[config.mk]
export PLATFORM = sky130hd
export DESIGN_NAME = iqueue_arbiter_flat
export DESIGN_NICKNAME = d
export VERILOG_FILES = /design/src/rtl/iqueue_arbiter_if.sv /design/src/rtl/iqueue_arbiter.sv /design/src/flat_wrapper.sv
export SDC_FILE = /design/constraint.sdc
export NUM_CORES = 1
export LEC_CHECK = 0
export ABC_AREA = 1
export CORE_ASPECT_RATIO = 0.6
export CORE_MARGIN = 2
export CORE_UTILIZATION = 47
export CTS_BUF_LIST = sky130_fd_sc_hd__clkbuf_4
export DETAILED_ROUTE_END_ITERATION = 8
export PLACE_DENSITY_LB_ADDON = 0.25
export SKIP_LAST_GASP = 1
export SYNTH_ARGS = -nofsm -noshare
export SYNTH_HDL_FRONTEND = slang
export SYNTH_SLANG_ARGS = --single-unit
[constraint.sdc]
create_clock -name clk -period 2.6 [get_ports clk]
set_input_delay 0.52 -clock clk [delete_from_list [all_inputs] [get_ports clk]]
set_output_delay 0.52 -clock clk [all_outputs]
set_load 0.05 [all_outputs]
[src/rtl/iqueue_arbiter_if.sv]
// Queue-side (empty/data/pop/flush) and issue-side (valid/data/qid/ready/busy) bundle for
// iqueue_arbiter; i_hi_prio is present only when IQUEUE_ARB_PRIO_EN is defined.
`ifndef COE_WIDTH
`define COE_WIDTH 32
`endif

interface iqueue_arbiter_if #(
   parameter int unsigned NUM_Q  = 4,
   parameter int unsigned DWIDTH = `COE_WIDTH,
   parameter int unsigned QW     = $clog2(NUM_Q)
);
   logic [NUM_Q-1:0]        i_empty;
   logic [NUM_Q*DWIDTH-1:0] i_data;
   logic [NUM_Q-1:0]        o_pop;
   logic                    i_flush;
   logic                    o_valid;
   logic [DWIDTH-1:0]       o_data;
   logic [QW-1:0]           o_qid;
   logic                    i_ready;
   logic                    o_busy;
`ifdef IQUEUE_ARB_PRIO_EN
   logic [NUM_Q-1:0]        i_hi_prio;
`endif

   // master: the arbiter itself; slave: queues plus issue consumer.
   modport master (
`ifdef IQUEUE_ARB_PRIO_EN
      input  i_hi_prio,
`endif
      input  i_empty, i_data, i_flush, i_ready,
      output o_pop, o_valid, o_data, o_qid, o_busy
   );

   modport slave (
`ifdef IQUEUE_ARB_PRIO_EN
      output i_hi_prio,
`endif
      output i_empty, i_data, i_flush, i_ready,
      input  o_pop, o_valid, o_data, o_qid, o_busy
   );
endinterface

[src/rtl/iqueue_arbiter.sv]
// Round-robin drain of NUM_Q BRAM-backed queues into one issue port with credit-limited buffering.
// Optional IQUEUE_ARB_PRIO_EN adds a high-priority class searched before the normal class.
`ifndef COE_WIDTH
`define COE_WIDTH 32
`endif
`ifndef COMMON_BRAM_DELAY
`define COMMON_BRAM_DELAY 2
`endif

module iqueue_arbiter #(
   parameter int unsigned NUM_Q             = 4,
   parameter int unsigned DWIDTH            = `COE_WIDTH,
   parameter int unsigned COMMON_BRAM_DELAY = `COMMON_BRAM_DELAY,
   parameter int unsigned QW                = $clog2(NUM_Q),
   parameter int unsigned OBUF_DEPTH        = COMMON_BRAM_DELAY + 2
) (
   input logic              clk,
   input logic              rst_n,
   iqueue_arbiter_if.master bus
);
   localparam int unsigned D  = COMMON_BRAM_DELAY;
   localparam int unsigned CW = $clog2(OBUF_DEPTH + 1);
   localparam int unsigned AW = (OBUF_DEPTH > 1) ? $clog2(OBUF_DEPTH) : 1;

   logic [QW-1:0]     rr_ptr;
   logic [CW-1:0]     inflight_cnt;
   logic [CW-1:0]     obuf_cnt;
   logic [D-1:0]      pipe_v;
   logic [QW-1:0]     pipe_q [D];
   logic [AW-1:0]     wr_ptr;
   logic [AW-1:0]     rd_ptr;
   logic [DWIDTH-1:0] obuf_data [OBUF_DEPTH];
   logic [QW-1:0]     obuf_qid  [OBUF_DEPTH];

   logic [NUM_Q-1:0]  hi_prio;
   logic [NUM_Q-1:0]  req_hi;
   logic [NUM_Q-1:0]  req_lo;
   logic [QW:0]       idx;
   logic [QW-1:0]     grant_q;
   logic              grant_any;
   logic              credit;
   logic              pop_ok;
   logic              exit_v;
   logic [QW-1:0]     exit_q;
   logic              wr_en;
   logic              rd_en;
   logic [DWIDTH-1:0] wr_data;

`ifdef IQUEUE_ARB_PRIO_EN
   assign hi_prio = bus.i_hi_prio;
`else
   assign hi_prio = '0;
`endif

   assign req_hi = ~bus.i_empty & hi_prio;
   assign req_lo = ~bus.i_empty & ~hi_prio;

   // Descending scans so the lowest offset from rr_ptr wins; the high class overrides the low one.
   always_comb begin
      grant_q   = rr_ptr;
      grant_any = 1'b0;
      idx       = '0;
      for (int k = int'(NUM_Q) - 1; k >= 0; k--) begin
         idx = {1'b0, rr_ptr} + (QW+1)'(k);
         if (idx >= (QW+1)'(NUM_Q)) idx = idx - (QW+1)'(NUM_Q);
         if (req_lo[idx[QW-1:0]]) begin
            grant_q   = idx[QW-1:0];
            grant_any = 1'b1;
         end
      end
      for (int k = int'(NUM_Q) - 1; k >= 0; k--) begin
         idx = {1'b0, rr_ptr} + (QW+1)'(k);
         if (idx >= (QW+1)'(NUM_Q)) idx = idx - (QW+1)'(NUM_Q);
         if (req_hi[idx[QW-1:0]]) begin
            grant_q   = idx[QW-1:0];
            grant_any = 1'b1;
         end
      end
   end

   // A dequeue in the same cycle is deliberately not credited back.
   assign credit = ({1'b0, inflight_cnt} + {1'b0, obuf_cnt}) < (CW+1)'(OBUF_DEPTH);
   assign pop_ok = rst_n && !bus.i_flush && credit && grant_any;

   always_comb begin
      bus.o_pop = '0;
      if (pop_ok) bus.o_pop[grant_q] = 1'b1;
   end

   assign exit_v = pipe_v[D-1];
   assign exit_q = pipe_q[D-1];

   always_comb begin
      wr_data = '0;
      for (int q = 0; q < int'(NUM_Q); q++) begin
         if (exit_q == QW'(q)) wr_data = bus.i_data[q*DWIDTH +: DWIDTH];
      end
   end

   assign bus.o_valid = (obuf_cnt != '0);
   assign wr_en       = exit_v && !bus.i_flush;
   assign rd_en       = bus.o_valid && bus.i_ready;
   assign bus.o_data  = bus.o_valid ? obuf_data[rd_ptr] : '0;
   assign bus.o_qid   = bus.o_valid ? obuf_qid[rd_ptr] : '0;
   assign bus.o_busy  = (inflight_cnt != '0) || (obuf_cnt != '0);

   always_ff @(posedge clk or negedge rst_n) begin
      if (!rst_n) begin
         rr_ptr       <= '0;
         inflight_cnt <= '0;
         obuf_cnt     <= '0;
         wr_ptr       <= '0;
         rd_ptr       <= '0;
         pipe_v       <= '0;
         for (int s = 0; s < int'(D); s++) pipe_q[s] <= '0;
      end else begin
         if (pop_ok) rr_ptr <= (grant_q == QW'(NUM_Q - 1)) ? '0 : grant_q + 1'b1;
         for (int s = int'(D) - 1; s > 0; s--) begin
            pipe_v[s] <= pipe_v[s-1];
            pipe_q[s] <= pipe_q[s-1];
         end
         pipe_v[0] <= pop_ok;
         pipe_q[0] <= grant_q;
         if (bus.i_flush) begin
            inflight_cnt <= '0;
            obuf_cnt     <= '0;
            wr_ptr       <= '0;
            rd_ptr       <= '0;
            pipe_v       <= '0;
         end else begin
            inflight_cnt <= inflight_cnt + CW'(pop_ok) - CW'(exit_v);
            if (wr_en && !rd_en) obuf_cnt <= obuf_cnt + 1'b1;
            else if (!wr_en && rd_en) obuf_cnt <= obuf_cnt - 1'b1;
            if (wr_en) wr_ptr <= (wr_ptr == AW'(OBUF_DEPTH - 1)) ? '0 : wr_ptr + 1'b1;
            if (rd_en) rd_ptr <= (rd_ptr == AW'(OBUF_DEPTH - 1)) ? '0 : rd_ptr + 1'b1;
         end
      end
   end

   // Storage only; validity is tracked by obuf_cnt so no reset is needed.
   always_ff @(posedge clk) begin
      if (wr_en) begin
         obuf_data[wr_ptr] <= wr_data;
         obuf_qid[wr_ptr]  <= exit_q;
      end
   end

   obuf_no_overflow: assert property (@(posedge clk) disable iff (!rst_n)
      !(wr_en && obuf_cnt == CW'(OBUF_DEPTH)));

endmodule

[src/flat_wrapper.sv]
// flat-port wrapper written by rule: the top's interface ports become plain ports
module iqueue_arbiter_flat 
#(
   parameter int unsigned NUM_Q             = 4,
   parameter int unsigned DWIDTH            = `COE_WIDTH,
   parameter int unsigned COMMON_BRAM_DELAY = `COMMON_BRAM_DELAY,
   parameter int unsigned QW                = $clog2(NUM_Q),
   parameter int unsigned OBUF_DEPTH        = COMMON_BRAM_DELAY + 2
)
  (clk, rst_n, bus_i_empty, bus_i_data, bus_i_flush, bus_i_ready, bus_o_pop, bus_o_valid, bus_o_data, bus_o_qid, bus_o_busy);
  iqueue_arbiter_if #(.NUM_Q(NUM_Q), .DWIDTH(DWIDTH), .QW(QW)) bus_i ();
  input logic clk;
  input logic rst_n;
  input wire logic [$bits(bus_i.i_empty)-1:0] bus_i_empty;
  input wire logic [$bits(bus_i.i_data)-1:0] bus_i_data;
  input wire logic [$bits(bus_i.i_flush)-1:0] bus_i_flush;
  input wire logic [$bits(bus_i.i_ready)-1:0] bus_i_ready;
  output wire logic [$bits(bus_i.o_pop)-1:0] bus_o_pop;
  output wire logic [$bits(bus_i.o_valid)-1:0] bus_o_valid;
  output wire logic [$bits(bus_i.o_data)-1:0] bus_o_data;
  output wire logic [$bits(bus_i.o_qid)-1:0] bus_o_qid;
  output wire logic [$bits(bus_i.o_busy)-1:0] bus_o_busy;
  assign bus_i.i_empty = bus_i_empty;
  assign bus_i.i_data = bus_i_data;
  assign bus_i.i_flush = bus_i_flush;
  assign bus_i.i_ready = bus_i_ready;
  assign bus_o_pop = bus_i.o_pop;
  assign bus_o_valid = bus_i.o_valid;
  assign bus_o_data = bus_i.o_data;
  assign bus_o_qid = bus_i.o_qid;
  assign bus_o_busy = bus_i.o_busy;
  iqueue_arbiter #(.NUM_Q(NUM_Q), .DWIDTH(DWIDTH), .COMMON_BRAM_DELAY(COMMON_BRAM_DELAY), .QW(QW), .OBUF_DEPTH(OBUF_DEPTH)) u_core (.clk(clk), .rst_n(rst_n), .bus(bus_i));
endmodule
==> implementation parameters <==
Parameter                              Value

Clock tree
  Master cell of the clock root buffer ... clkbuf_4
  Number of buffers between clock root and the deepest sink ... 2
  Post-CTS clock slew at the launch and capture registers of the worst setup and hold paths ... 0.13 ns
  Number of sinks driven by the clock tree ... 154
  Latest clock arrival within the worst-skew pair ... 0.54 ns
  H-tree lvl count ... 4
  CTS tree ... built
  CTS Hold Bufs ... 0
  Num CTS Buffers ... 17

Worst setup path
  Type of origin of the critical path ... register
  Endpoint arrival time on the critical path ... 2.41 ns
  Buf+Inv Stages, Crit Path ... 3
  Required time of the critical path ... 2.08 ns
  End of the worst register-to-register path ... u_core.inflight_cnt[2]
  Kind of cell with the highest combined delay on the critical path ... simple AND/OR/NAND/NOR gates
  Largest stage delay, worst path ... 0.46 ns
  Peak fanout along the critical path ... 4
  Most common cell type on the critical path ... nand2_1
  Endpoint kind of the worst setup timing path ... output pin
  Worst reg2reg path startpoint ... u_core.inflight_cnt[1]
  CP max stage cell ... dfrtp_2
  Number of cells on the worst reg-to-reg path ... 12
  Crit-path cells ... buf_4 -> nand2_2 -> nand2_2 -> nand2_1 -> nand2_1 -> o21ai_1 -> nand2_1 -> nand2_2 -> nand2_1 -> o21ai_2 -> ha_2 -> inv_1 -> nor2_2 -> buf_12
  Register-to-register setup slack ... 0.23 ns
  Critical Setup Path Class ... reg2out

Floorplan
  Initial standard-cell utilization of the core ... 47.8%
  Rows ... 35
  Width of the die ... 165 um
  Die Outline Area ... 16,600 sq um
  Top-level port count ... 176
  Floorplan core area ... 15,300 sq um
  Die Y ... 101 um

Drt
  Total wire length ... 22,600 um
  Number of DRC markers after the initial detailed-route iteration ... 591
  Pre-Repair DR Iteration Count ... 6
  Via total after detailed routing ... 6,527
  DRC violation count after routing ... 0
  Count of nets left with antenna violations after detail routing ... 0
  Average detailed-routed wire length per instance ... 19.1 um
  Vias per std cell ... 5.52

Synth
  Number of warnings printed during yosys synthesis ... 0
  Summed instance area of the synthesized netlist ... 7310 sq um
  Seq/Total Area, Yosys ... 62.0%
  Number of different library cells in the post-synthesis netlist ... 31
  Net count after synthesis ... 899
  Post-synth EDFFs ... 136
  Proportion of synthesized flip-flops having asynchronous set or reset ... 11.7%
  Prevailing post-synth register cell ... edfxtp_1
  Number of cells produced by synthesis ... 748
  Number of storage elements in the synthesis netlist ... 154
  Mean instance size in the synthesized netlist ... 9.77 sq um

STA
  Unrepaired setup endpoints after global routing ... true
  Count of pins over their slew limit ... 0
  Worst clock skew on the final layout ... 0.0266 ns
  Headroom to the max-slew limit ... 54.5%
  Transition time of the tightest slew-check pin ... 0.682 ns
  Share of the clock period used by the worst path ... 113%
  Crit path setup slack, layout ... -0.331 ns
  Achievable clock frequency ... 341 MHz
  Min cycle time layout ... 2.93 ns
  Total of endpoints with negative setup slack in the final report ... 7
  Count of endpoints failing hold in the final timing report ... 0

Pwr
  Total power ... 14,400 uW
  Power per unit of standard cell area ... 1300 nW/um^2
  Peak supply drop ... 1070 uV
  Leakage power summed over all cells ... 0.00415 uW

GRT
  Met1 global-route usage ... 32.9%
  Layer with the highest usage ... met2
  Pin count of the biggest net entering global routing ... 40
  Number of global-route vias before repair ... 5,879
  Met3 usage ... 5.84%
  Number of antenna violations at the first check in global routing ... 0
  Total GRT Usage ... 24.4%
  Remaining global-route overflow ... 0
  Met2 track demand over resource ... 39.8%
  First-pass GRT wire length ... 30,200 um

Outcome
  Failing checks ... setup timing
  Status ... finished with violations

Layout
  Layout cells sized above 1 ... 25.1%
  Number of inserted diodes ... 0
  Fill cell instance count of the final layout ... 1,070
  Synthesis-to-layout area growth ... 51.7%
  Utilization after layout ... 72.5%
  Nets ... 1,119

Placed design
  Count of input and output buffers ... 175
  Placed wire-length estimate ... 13,600 um
  RePlAce Congestion ... 0.845

Flow run
  Total of max-cap violations ... 0

Worst hold path
  Kind of path behind the tightest hold check ... in2async
==> cell usage in the layout, fill, tap and decap left out, types with 2 or more instances in the layout <==
cell,n
buf_8,3
nand3_1,24
a21oi_2,32
buf_6,5
nor2_2,23
clkbuf_4,17
o21ai_1,55
edfxtp_1,136
nor2_1,131
inv_1,27
fa_1,2
clkinv_1,3
buf_4,41
nand4_1,20
ha_2,2
nand2_4,2
dfrtp_2,2
nand2_2,11
clkbuf_16,6
dfrtp_1,15
clkinv_2,2
a221oi_1,13
buf_12,54
o21ai_0,18
a21oi_1,16
nor3_1,3
bufinv_16,5
inv_2,11
clkinvlp_4,2
clkdlybuf4s50_1,135
nand2_1,118
clkinv_4,3
o21ai_2,4
o21ai_4,3
nor2_4,12
ha_1,11
nand3_2,2
==> state kept, by name, summed over array words and instances (netlist names) <==
signal	flops
u_core.wr_ptr	2
u_core.exit_q	2
u_core.rd_ptr	2
u_core.pipe_q	2
u_core.pipe_v	2
u_core.inflight_cnt	3
u_core.obuf_cnt	3
u_core.obuf_data	128
u_core.rr_ptr	2
u_core.obuf_qid	8
==> worst max-delay path by stage <==
| stage | to | cells past startpoint | from | slack, ns |
|---|---|---|---|---|
| finish | bus_o_pop[3] | 14 | u_core.rr_ptr[0] | -0.33 |
| global route | bus_o_pop[2] | 14 | u_core.rr_ptr[1] | -0.47 |
| CTS | bus_o_pop[3] | 14 | u_core.rr_ptr[0] | -0.28 |
| detailed placement | bus_o_pop[0] | 15 | bus_i_empty[2] | -0.37 |
| global placement | bus_o_pop[0] | 15 | bus_i_empty[0] | -0.32 |
| floorplan | u_core.obuf_data[0][0] | 3 | bus_i_flush | -0.14 |
==> metrics by stage <==
stage / hold WS [ns] / setup slack, ns / std cells / area [sq um] / setup TNS, ns
floorplan: 0.224 / -0.138 / 748 / 7320 / -18.80
global placement: 0.333 / -0.322 / 1120 / 9930 / -1.25
detailed placement: 0.346 / -0.368 / 1120 / 9930 / -1.43
CTS: 0.321 / -0.285 / 1157 / 10400 / -1.06
global route: 0.330 / -0.470 / 1183 / 11100 / -2.75
finish: 0.340 / -0.331 / 1183 / 11100 / -1.29
==> report_power, final <==
group          internal (uW)  switching, uW  leakage, uW  total (uW)
clock                    844            829     0.000170        1670
combinational           3740           5480      0.00252        9230
sequential              3330            153      0.00146        3480
total                   7920           6460      0.00415       14400
==> metal layers <==
layer  up-vias  wire length, um
met5         -                0
met4         0              342
met1      3093             9280
met2       383            10700
met3        30             2260
li1       3021                -
==> area by class of cell <==
class	instances	area, sq um	area share (%)
flip-flops and latches	154	4540	41.0
clock inverters	14	204	1.84
repair buffers	244	2990	27.0
inverters	40	168	1.51
multi-input cells	511	2800	25.3
clock buffers	17	128	1.15
well taps	203	254	2.29
==> cell families after synthesis <==
group | count (synthesis) | synth area share, %
fa+ha+maj | 15 | 2.77
compound gates | 145 | 10.7
flops | 154 | 62.0
xor+xnor | 2 | 0.240
buf+inv | 83 | 4.57
simple gates | 349 | 19.7
==> repair_timing <==
item	CTS	global route
resized for setup	35	114
gates cloned	0	8
pin swaps	7	31
buffers inserted	6	18
setup endpoints to repair	38	37
==> worst register-to-register path, delay by kind of cell, from the launching register on <==
family,cells,cell delay (ns)
adders and majority gates,3,0.82
buffers and inverters,3,0.29
DFF,1,0.47
and+or+nand+nor,6,0.73
==> synthesized netlist by cell type, types with 12 or more instances <==
cell type / count / area (sq um)
clkbuf_1: 30 / 113
dfrtp_1: 18 / 450
a21oi_1: 49 / 245
nand3_1: 25 / 125
edfxtp_1: 136 / 4080
ha_1: 13 / 163
a221oi_1: 13 / 114
inv_1: 28 / 105
o21ai_0: 41 / 205
nor2_1: 166 / 623
o21ai_1: 39 / 195
nand4_1: 20 / 125
inv_2: 12 / 45.0
nand2_1: 125 / 469
(Power assumes the default switching activity.)
